## config.mk

```make
export PLATFORM = sky130hd
export DESIGN_NAME = fetch_stage
export DESIGN_NICKNAME = d
export VERILOG_FILES = /design/src/rtl/cpu_pkg.sv /design/src/rtl/fetch_stage_pc_next.sv /design/src/rtl/fetch_stage.sv
export SDC_FILE = /design/constraint.sdc
export NUM_CORES = 1
export LEC_CHECK = 0
export CORE_MARGIN = 5
export CORE_UTILIZATION = 45
export DETAILED_ROUTE_END_ITERATION = 10
export PLACE_DENSITY = 0.79
export REMOVE_ABC_BUFFERS = 1
export SYNTH_ARGS = -nofsm -noshare
export SYNTH_HDL_FRONTEND = slang
export SYNTH_SLANG_ARGS = --single-unit
```

## constraint.sdc

```tcl
create_clock -name clock -period 2.45 [get_ports clock]
set_clock_uncertainty 0.1 [all_clocks]
set_input_delay 0.3675 -clock clock [delete_from_list [all_inputs] [get_ports clock]]
set_output_delay 0.3675 -clock clock [all_outputs]
set_load 0.01 [all_outputs]
```

## src/rtl/cpu_pkg.sv

```systemverilog
`default_nettype none
// ============================================================================
// cpu_pkg : shared widths, reset vector and fetch-state encoding (jacaranda-8)
// Revision: 1.0
// ============================================================================
package cpu_pkg;

  localparam int unsigned ADDR_W  = 8;
  localparam int unsigned INSTR_W = 8;

  localparam logic [ADDR_W-1:0] RESET_VEC = 8'h00;

  localparam logic [0:0] ST_RUN  = 1'b0;
  localparam logic [0:0] ST_INTR = 1'b1;

  typedef logic [ADDR_W-1:0]  addr_t;
  typedef logic [INSTR_W-1:0] instr_t;

endpackage : cpu_pkg
`default_nettype wire

```

## src/rtl/fetch_stage_pc_next.sv

```systemverilog
`default_nettype none
// ============================================================================
// pc_next : next-PC select for the fetch stage (jump > reti > intr > inc > hold)
// Revision: 1.0
// ============================================================================
module pc_next #(
  parameter int unsigned ADDR_W = cpu_pkg::ADDR_W
) (
  input  logic [ADDR_W-1:0] pc_i,
  input  logic [ADDR_W-1:0] jump_addr_i,
  input  logic [ADDR_W-1:0] ret_addr_i,
  input  logic [ADDR_W-1:0] intr_vec_i,
  input  logic              take_jump_i,
  input  logic              take_reti_i,
  input  logic              take_intr_i,
  input  logic              load_i,
  output logic [ADDR_W-1:0] pc_d_o
);

  always_comb begin
    pc_d_o = pc_i;
    if (take_jump_i) begin
      pc_d_o = jump_addr_i;
    end else if (take_reti_i) begin
      pc_d_o = ret_addr_i;
    end else if (take_intr_i) begin
      pc_d_o = intr_vec_i;
    end else if (load_i) begin
      // Natural modulo wrap: 8'hFF + 1 -> 8'h00.
      pc_d_o = pc_i + ADDR_W'(1);
    end
  end

endmodule : pc_next
`default_nettype wire

```

## src/rtl/fetch_stage.sv

```systemverilog
`default_nettype none
// ============================================================================
// fetch_stage : PC, instruction register and interrupt entry/return for jacaranda-8
// Revision: 1.0
// ============================================================================
module fetch_stage #(
  parameter int unsigned       ADDR_W    = cpu_pkg::ADDR_W,
  parameter logic [ADDR_W-1:0] RESET_VEC = cpu_pkg::RESET_VEC
) (
  input  logic                       clock,
  input  logic                       reset_n,
  output logic [ADDR_W-1:0]          instr_addr,
  input  logic [cpu_pkg::INSTR_W-1:0] instr_data,
  output logic [cpu_pkg::INSTR_W-1:0] ir,
  output logic [ADDR_W-1:0]          ir_pc,
  output logic                       ir_valid,
  input  logic                       ir_ready,
  input  logic                       jump_en,
  input  logic [ADDR_W-1:0]          jump_addr,
  input  logic                       reti_en,
  input  logic                       intr_req,
  input  logic [ADDR_W-1:0]          intr_vec,
  output logic                       intr_ack,
  output logic                       in_handler
);

  import cpu_pkg::*;

  logic [ADDR_W-1:0]  pc_q, pc_d;
  logic [ADDR_W-1:0]  ret_addr_q;
  logic [ADDR_W-1:0]  ir_pc_q;
  logic [INSTR_W-1:0] ir_q;
  logic               ir_valid_q;
  logic               intr_ack_q;
  logic [0:0]         state_q, state_d;

  logic w_load;
  logic w_in_handler;
  logic w_take_reti;
  logic w_take_intr;
  logic w_fetch;

  assign w_load       = !ir_valid_q || ir_ready;
  assign w_in_handler = (state_q == ST_INTR);
  // Jump outranks everything; a reti outside a handler is simply ignored.
  assign w_take_reti  = !jump_en && reti_en && w_in_handler;
  assign w_take_intr  = !jump_en && intr_req && !w_in_handler && w_load;
  assign w_fetch      = !jump_en && !w_take_reti && !w_take_intr && w_load;

  pc_next #(.ADDR_W(ADDR_W)) u_pc_next (
    .pc_i        (pc_q),
    .jump_addr_i (jump_addr),
    .ret_addr_i  (ret_addr_q),
    .intr_vec_i  (intr_vec),
    .take_jump_i (jump_en),
    .take_reti_i (w_take_reti),
    .take_intr_i (w_take_intr),
    .load_i      (w_load),
    .pc_d_o      (pc_d)
  );

  always_comb begin
    state_d = state_q;
    if (w_take_reti) begin
      state_d = ST_RUN;
    end else if (w_take_intr) begin
      state_d = ST_INTR;
    end
  end

  always_ff @(posedge clock or negedge reset_n) begin
    if (!reset_n) begin
      pc_q       <= RESET_VEC;
      ir_q       <= '0;
      ir_pc_q    <= '0;
      ir_valid_q <= 1'b0;
      ret_addr_q <= '0;
      intr_ack_q <= 1'b0;
      state_q    <= ST_RUN;
    end else begin
      pc_q       <= pc_d;
      state_q    <= state_d;
      intr_ack_q <= w_take_intr;
      if (w_take_intr) begin
        ret_addr_q <= pc_q;
      end
      // Any redirect empties the IR; a stall leaves it untouched.
      if (jump_en || w_take_reti || w_take_intr) begin
        ir_valid_q <= 1'b0;
      end else if (w_fetch) begin
        ir_q       <= instr_data;
        ir_pc_q    <= pc_q;
        ir_valid_q <= 1'b1;
      end
    end
  end

  assign instr_addr = pc_q;
  assign ir         = ir_q;
  assign ir_pc      = ir_pc_q;
  assign ir_valid   = ir_valid_q;
  assign intr_ack   = intr_ack_q;
  assign in_handler = w_in_handler;

endmodule : fetch_stage
`default_nettype wire
```

Yosys cells after proc, flatten, opt, wreduce, memory -nomap -nowiden:

Cells that the tools add are included.

* add/subtract/negate cells: 1
* mux-type cells: 8
* bitwise operators: 1
* reduce and logical (&&, ||, !) cells: 20

Operators by type and width (count)
* 8-bit 2-to-1 mux: 4
* 8-bit by 1-bit adder with 8-bit output, second input constant: 1
* 1-bit logical AND: 8
* 1-bit logical NOT: 5
* 1-bit 2-to-1 mux: 4
* 2-bit nonzero test: 2
* 4-bit nonzero test: 1
* 1-bit logical OR: 3
* 2-bit AND reduction: 1
* 1-bit inverter: 1

* register bits: 35
* output and inout port bits: 27

Depth between registers and ports, before layout:

Gate-level depths: netlist of the first run.

* word-level depth: 9
* depth in mapped cells: 6
* mapped depth without buffers: 5

By module:

Synthesis of the first run repeated with hierarchy kept, for this count alone.

* cells, all modules: 135
* area total of the unflattened synthesis: 1689.1 um^2

By module, submodules not included
* fetch_stage: times used 1, cells an instance 70, area each 1287.5 um^2, sequential area each 875.8 um^2
* pc_next: times used 1, cells an instance 65, area each 401.6 um^2, sequential area each 0.0 um^2

Worst setup path after synthesis of the first run:

Ideal clock, no wire load.

* path kind: flip-flop to flip-flop
* start: register ir_valid_q, in the netlist ir_valid
* end: register ret_addr_q[0]
* arrival: 1.541 ns
* path slack: 0.684 ns
* cell stages (with the launch flop): 6
* buffers on the path: 2
* period minus slack after synthesis: 1.766 ns
* cells stage by stage: dfrtp_1 -> nor2b_1 -> clkbuf_1 -> nor3_2 -> buf_2 -> mux2_2

* longest elaborated chain between the ends: 3

Ends and longest elaborated chain
* start, declared: RTL line fetch_stage.sv:33 `logic ir_valid_q;`
* start signal, assigned: RTL line fetch_stage.sv:76 `ir_valid_q <= 1'b0;`
* start signal, assigned: RTL line fetch_stage.sv:89 `ir_valid_q <= 1'b0;`
* start signal, assigned: RTL line fetch_stage.sv:93 `ir_valid_q <= 1'b1;`
* 1-bit logical NOT: RTL line fetch_stage.sv:43 `assign w_load = !ir_valid_q || ir_ready;`
* 1-bit logical OR: RTL line fetch_stage.sv:43
* 1-bit logical AND: RTL line fetch_stage.sv:47 `assign w_take_intr = !jump_en && intr_req && !w_in_handler && w_load;`
* net u_pc_next.take_intr_i: RTL line fetch_stage_pc_next.sv:15 `input logic take_intr_i,`
* end signal, assigned: RTL line fetch_stage.sv:85 `ret_addr_q <= pc_q;`
* end, declared: RTL line fetch_stage.sv:30 `logic [ADDR_W-1:0] ret_addr_q;`

The timed path passes the listed nets, and every way through them passes these cells.
A chain may end at the register's enable or synchronous reset.

Final worst setup path of the first run:

* start: input port ir_ready
* end: register pc_q[5], in the netlist instr_addr[5]

* longest elaborated chain between the ends: 5
* elaborated cells on any way between the ends: 6

Ends and longest elaborated chain
* start, declared: RTL line fetch_stage.sv:17 `input logic ir_ready,`
* 1-bit logical OR *: RTL line fetch_stage.sv:43
* 1-bit logical AND: RTL line fetch_stage.sv:47
* 8-bit 2-to-1 mux: RTL line fetch_stage_pc_next.sv:26 `end else if (take_intr_i) begin`
* 8-bit 2-to-1 mux: RTL line fetch_stage_pc_next.sv:24 `end else if (take_reti_i) begin`
* 8-bit 2-to-1 mux: RTL line fetch_stage_pc_next.sv:22 `if (take_jump_i) begin`
* end signal, assigned: RTL line fetch_stage.sv:81 `pc_q <= pc_d;`
* end, declared: RTL line fetch_stage.sv:29 `logic [ADDR_W-1:0] pc_q, pc_d;`

Every way passes the cells marked *; elsewhere a longest branch is shown, timed or not.

==> summary.md, run 1 <==
| Metric | Value |
|---|---|
| Relative slew slack | ~36% |
| Placeable Area | approximately 3700 µm² |
| TritonCTS Buffers | 5 |
| Overflow after GRT | 0 |
| Max_cap viols | 0 |
| Antenna violations before repair | 0 |
| I/O Buffers | 56 |
| CTS H-tree depth | 2 |
| Final worst-path cycle share | between 80 and 90% |
| Critical path fanouts, max | 15 |
| CP Data Required Time | between 2 and 3 ns |
| RSZ-0062 raised after global routing | no |
| DP HPWL | between 3 and 4 mm |
| CTS tree | done |
| Syn. warnings | 0 |
| Final hold violations | 0 |
| CP endpoint kind | flop |
| Setup bufs post-CTS | 0 |
| Post-Synthesis Cells | around 140 |
| Post-route cell area | about 2400 µm² |
| RD Place Congestion | about 0.95 |
| Sequential Power Share | a little under two fifths |
| Pwr/cell area | roughly 1100 nW/µm² |
| Largest net degree at the start of global routing | 36 |
| DRT iter0 DRCs | 70 |
| Hold/Removal Path Class | input pin to asynchronous set/reset pin |
| Worst-path clk slew | roughly 0.080 ns |
| Die height | roughly 72 µm |
| Final WL | 4.55 mm |
| Synth async-reset ratio | 100% |
| Synth Cell Area | 1730 µm² |
| Hold_ws | 0.374 ns |
| Clock Tree Buf Depth | 2 |
| Via count | between 1000 and 1500 |
| Mean Syn Cell Area | roughly 12 µm² |
| Diode count | 0 |
| Slowest cell on crit path | nor3_2 |
| Rows | 22 |
| # DRC | 0 |
| Count of cell types in the netlist | 41 |
| Combinational share of power | between 40% and 50% |
| Die Area | between 5000 and 6000 µm² |
| Clock sink total | 35 |
| Die W | roughly 72 µm |
| Pre-antenna DRT Iters | 4 |
| Largest area contributor in the netlist | dfrtp_1 |
| Status | finished clean |
| Vias in the first global route | 1603 |
| Flops & latches, synth | 35 |
| Leak Pwr | just over 1 nW |
| Crit path launch type | input pin |
| Ports | 57 |
| Yosys top cell area share | approximately half |
| Slew Limit Fails | 0 |
| Critical path arrival | ~2.3 ns |
| Skew-Pair Late Insertion Delay | roughly 0.29 ns |
| Nets | ~230 |
| Vias/cell | 5.79 |
| Setup CP Type | input pin to flop |
| Switching Power | around 910 µW |
| Minimum clock period | about 2.2 ns |
| Total GRT Usage | 19.0% |
| Initial Util | 46.9% |
| Worst slew pin tran | 0.953 ns |
| Max Freq | ~460 MHz |
| P_int | roughly 1.9 mW |
| Sequential element share of the synthesized area | 50.6% |
| Slowest stage delay, CP | about 0.78 ns |
| Avg WL per Cell | about 18 µm |
| Clock Power Share | between 10% and 20% |
| Share of layout cells above drive strength 1 | a little over a fifth |
| Placement-stage cell area | between 2000 and 2500 µm² |
| Cell Chain, Critical Path | clkdlybuf4s50_1 -> nor2b_1 -> nor3_2 -> o311ai_0 -> a31oi_1 |
| Predominant post-synthesis flop cell | dfrtp_1 |
| Root Buffer | clkbuf_8 |
| Hold Buf Count CTS | 0 |
| Final ANT Viol Nets | 0 |
| First-pass GRT wire length | 7.72 mm |
| Setup-failing EPs final | 0 |
| # fillers | just under 300 |
| Resize count post-CTS | 0 |
| Post-synth EDFFs | 0 |
| Dominant cells by area after synthesis | dfrtp_1 51%, mux2_2 9.1%, mux2_4 8.7% |
| Synthesis-to-finish area growth | 41.4% |
| VDD IR-drop max | roughly 600 µV |
| Switch share | between 30% and 40% |
| Final Power | 2.80 mW |
critical path: cells and delay by family:
family | cells | cell delay [ns]
AO/OA/AOI/OAI | 2 | 0.50
buffers and inverters | 1 | 0.52
AND/OR/NAND/NOR | 2 | 0.91
cell families after synthesis:
| kind of cell | Yosys count | share of synthesized area [%] |
|---|---|---|
| AND/OR/NAND/NOR | 34 | 11.1 |
| XOR/XNOR | 2 | 1.01 |
| AO/OA/AOI/OAI | 37 | 15.3 |
| multiplexers | 24 | 17.8 |
| flip-flops | 35 | 50.6 |
| adder cells (fa/ha/maj) | 1 | 0.722 |
| buffers and inverters | 9 | 3.54 |
cells in the mapped netlist (2+ instances only):
cell	instances
o311ai_0	3
clkbuf_1	4
o21a_1	3
o211ai_1	2
nand3_1	3
mux2_4	10
or4_1	3
inv_1	2
nand2b_1	2
a31oi_1	5
dfrtp_1	35
nor3_1	5
nor2_1	6
nand2_1	6
a211o_1	2
mux2_2	14
o21ai_0	3
o22ai_1	4
a21oi_1	7
nand4_1	2
final timing paths:
path	from	end	slack, ns	cells after the start
max	ir_ready	instr_addr[5]	0.26	5
min	reset_n	instr_addr[0]	0.37	2
max reg2reg	ir_valid	instr_addr[5]	0.37	4
max in group asynchronous	reset_n	ir[6]	1.56	2
min in group clock	ir[2]	ir[2]	0.41	1
min reg2reg	ir[2]	ir[2]	0.41	1
metal layers:
layer  part of all wire (%)  global-route usage [%]  up-vias
li1                       -                       -      655
met1                     41                    23.5      719
met2                     49                    31.9       70
met3                    7.8                    4.43       16
met4                    2.3                    7.93        0
met5                      0                       0        -
layout make-up:
cell class / instances / area (µm²) / share of cell area [%]
inverter: 2 / 7.51 / 0.307
tap: 48 / 60.1 / 2.45
multi-input combinational: 98 / 795 / 32.4
sequential: 35 / 876 / 35.8
clock inverter: 3 / 43.8 / 1.79
timing repair buffer: 61 / 598 / 24.4
clock buffer: 5 / 68.8 / 2.81
layout by cell type, fill, tap and decap left out, drive strengths merged, types with 2 or more instances in the layout:
cell	netlist	final
a31oi	5	5
a211o	2	2
mux2	24	24
buf	2	5
nand3	3	3
o311ai	3	3
clkinv	0	2
nor3	6	6
nand4	2	2
clkbuf	5	5
nand2b	2	2
o21ai	3	3
clkdlybuf4s50	0	56
or4	3	3
nand2	7	7
o211ai	2	2
dfrtp	35	35
a21oi	8	8
o21a	3	3
nor2	6	6
o22ai	4	4
inv	2	2
per-stage QoR:
stage	util [%]	setup WS, ns	setup TNS (ns)	cells
final	66.4	0.262	0	252
after global routing	66.4	0.106	0	252
after CTS	66.4	0.261	0	252
after detailed placement	63.3	-0.0289	-0.0335	244
after global placement	63.3	0.0885	0	244
after floorplan	-	0.594	0	135
power groups by stage:
stage / sequential, mW / clock (mW) / combinational (mW)
2_1_floorplan: 1.11 / 0 / 0.546
3_3_place_gp: 1.06 / 0 / 1.18
3_5_place_dp: 1.08 / 0 / 1.20
4_1_cts: 1.07 / 0.534 / 1.21
5_1_grt: 1.12 / 0.558 / 1.28
6_report: 1.07 / 0.527 / 1.20
sequential cells by signal (all words and copies together), names as in the netlist:
register    cells
ir_valid        1
ir              8
ret_addr_q      8
instr_addr      8
ir_pc           8
in_handler      1
intr_ack        1
Note: power is estimated with default switching activity, not from simulation.
==> inputs of run 2 (changes only) <==
--- a/config.mk
+++ b/config.mk
@@ -7,6 +7,7 @@
 export LEC_CHECK = 0
 export CORE_MARGIN = 5
 export CORE_UTILIZATION = 45
+export CTS_CLUSTER_SIZE = 16
 export DETAILED_ROUTE_END_ITERATION = 10
 export PLACE_DENSITY = 0.79
 export REMOVE_ABC_BUFFERS = 1
==> results of run 2 <==
No change in the layout: final DEF, timing and power equal those of run 1.
==> inputs of run 3 (changes only) <==
--- a/config.mk
+++ b/config.mk
@@ -9,7 +9,7 @@
 export CORE_UTILIZATION = 45
 export CTS_CLUSTER_SIZE = 16
 export DETAILED_ROUTE_END_ITERATION = 10
-export PLACE_DENSITY = 0.79
+export PLACE_DENSITY = 0.86
 export REMOVE_ABC_BUFFERS = 1
 export SYNTH_ARGS = -nofsm -noshare
 export SYNTH_HDL_FRONTEND = slang
==> run 3 against run 2 <==
Net effect: cell count rose by 1.2%; power fell by 4.0%; routed wire length decreased by 2.4%; via count fell by 3.1%; largest cell class unchanged; first-iteration DRC count is 8.6% higher.
==> summary.md, run 3 (synthesis results as in run 1) <==
| Metric | Value |
|---|---|
| Hold/Removal Path Class | input pin to asynchronous set/reset pin |
| Hold_ws | 0.392 ns (+0.0180 ns) |
| Register area | 876 µm² (unchanged) |
| CTS H-tree depth | 2 (unchanged) |
| Most common cell after layout, fill and taps aside | clkdlybuf4s50_1 |
| Vias/cell | 5.55 (-4.2%) |
| Clock sink total | 35 (unchanged) |
| I/O Buffers | 56 (unchanged) |
| Max_cap viols | 0 (unchanged) |
| Crit path launch type | input pin |
| Overflow after GRT | 0 (unchanged) |
| RSZ-0062 raised after global routing | no |
| # fillers | 298 (+0.68%) |
| Worst-path clk slew | 0.07 ns (about the same) |
| RD Place Congestion | 0.809 (-15%) |
| Critical path arrival | 2.09 ns (-0.21 ns) |
| R2r setup slk | 0.43 ns (+0.06 ns) |
| Skew-Pair Late Insertion Delay | 0.29 ns (about the same) |
| Clock Power Share | 15.1% (-3.7 points) |
| # DRC | 0 (unchanged) |
| FF-to-FF path depth | 4 (unchanged) |
| Largest net degree at the start of global routing | 36 (unchanged) |
| Resize count post-CTS | 0 (unchanged) |
| VDD IR-drop max | 586 µV (-1.5%) |
| Setup bufs post-CTS | 0 (unchanged) |
| Vias in the first global route | 1546 (-3.6%) |
| Root Buffer | clkbuf_8 |
| Via count | 1415 (-3.1%) |
| Pwr/cell area | 1100 nW/µm² (-3.8%) |
| Initial Util | 46.9% (unchanged) |
| Sequential Power Share | 39.5% (+1.2 points) |
| TritonCTS Buffers | 5 (unchanged) |
| Status | finished clean |
| CP endpoint kind | flop |
| Placement-stage cell area | 2360 µm² (+0.96%) |
| Nets | 237 (+1.3%) |
| Critical path fanouts, max | 11 (-4) |
| Post-route cell area | 2440 µm² (-0.20%) |
| P_int | 1.79 mW (-5.0%) |
| Max Freq | 494 MHz (+8.1%) |
| DP HPWL | 3.26 mm (-2.0%) |
| Setup CP Type | input pin to flop |
| CP Data Required Time | 2.52 ns (-0.05 ns) |
| Die Area | 5190 µm² (unchanged) |
| Leak Pwr | 1.01 nW (-0.30%) |
| Setup-failing EPs final | 0 (unchanged) |
| Commonest non-fill, non-tap cells in the layout | 56 x clkdlybuf4s50_1, 35 x dfrtp_1, 14 x mux2_2 |
| Share of layout cells above drive strength 1 | 22.2% (+0.65 points) |
| Slew Limit Fails | 0 (unchanged) |
| Placeable Area | 3690 µm² (unchanged) |
| Switch share | 33.4% (+0.73 points) |
| Antenna violations before repair | 0 (unchanged) |
| Final hold violations | 0 (unchanged) |
| Clock Tree Buf Depth | 2 (unchanged) |
| Diode count | 0 (unchanged) |
| Worst slew pin tran | 0.718 ns (-0.236 ns) |
| Ports | 57 (unchanged) |
| Minimum clock period | 2.02 ns (-0.164 ns) |
| CTS tree | done |
| Switching Power | 898 µW (-1.8%) |
| Die height | 72.0 µm (unchanged) |
| Pre-antenna DRT Iters | 4 (unchanged) |
| Total GRT Usage | 18.5% (-0.46 points) |
| Combinational share of power | 45.4% (+2.6 points) |
| Worst R2R Start | in_handler |
| Hold Buf Count CTS | 0 (unchanged) |
| Setup_tns | 0 ns (unchanged) |
| First-pass GRT wire length | 7.44 mm (-3.7%) |
| Final setup margin | 0.426 ns (+0.164 ns) |
| DRT iter0 DRCs | 76 (+8.6%) |
| Rows | 22 (unchanged) |
| Worst R2R End | ret_addr_q[3] |
| Avg WL per Cell | 17.4 µm (-3.6%) |
| Synthesis-to-finish area growth | 41.1% |
| Relative slew slack | 51.9% (+16 points) |
| Final WL | 4.44 mm (-2.4%) |
| Area of the multi-input gates | 795 µm² (unchanged) |
| Placement Setup Slack | 0.119 ns (+0.148 ns) |
| Final ANT Viol Nets | 0 (unchanged) |
| Final worst-path cycle share | 82.6% (-6.7 points) |
| Die W | 72.0 µm (unchanged) |
[run 3: power groups by stage]
stage | Sequential (mW) | Clock, mW | Combinational (mW)
floorplan | 1.11 | 0 | 0.546
detailed placement | 1.07 | 0 | 1.23
global route | 1.10 | 0.451 | 1.31
global placement | 1.05 | 0 | 1.19
finish | 1.06 | 0.406 | 1.22
CTS | 1.06 | 0.417 | 1.24
[run 3: critical path: stages]
cell             delay (ns)
clkdlybuf4s50_1        0.48
nor3_2                 0.64
buf_4                  0.26
mux2_2                 0.34
[run 3: worst max-delay path by stage]
stage / from / endpoint / cells after the start
after CTS: in_handler / ret_addr_q[3] / 4
after detailed placement: ir_ready / ret_addr_q[3] / 5
after global routing: in_handler / ret_addr_q[2] / 4
after global placement: ir_ready / ret_addr_q[6] / 5
final: jump_en / ret_addr_q[3] / 4
after floorplan: in_handler / instr_addr[0] / 4
[run 3: final cells by class]
cell class | instances | share of cell area (%)
flip-flops and latches | 35 | 35.8
multi-input cells | 98 | 32.5
repair buffers | 64 | 25.4
clock buffers | 6 | 2.97
well taps | 48 | 2.46
clock inverters | 2 | 0.512
inverters | 2 | 0.307
[run 3: routing by layer]
layer	vias to the layer above	part of all wire, %	global-route usage, %
met1	695	42	21.6
met5	-	0	0
li1	662	-	-
met3	10	5.4	5.54
met4	0	2.0	9.19
met2	48	51	31.0
[run 3: through the flow]
stage | total power, mW | std cells | utilization (%)
2_1_floorplan | 1.66 | 135 | -
3_3_place_gp | 2.24 | 247 | 63.9
3_5_place_dp | 2.30 | 247 | 63.9
4_1_cts | 2.72 | 255 | 66.2
5_1_grt | 2.86 | 255 | 66.2
6_report | 2.69 | 255 | 66.2
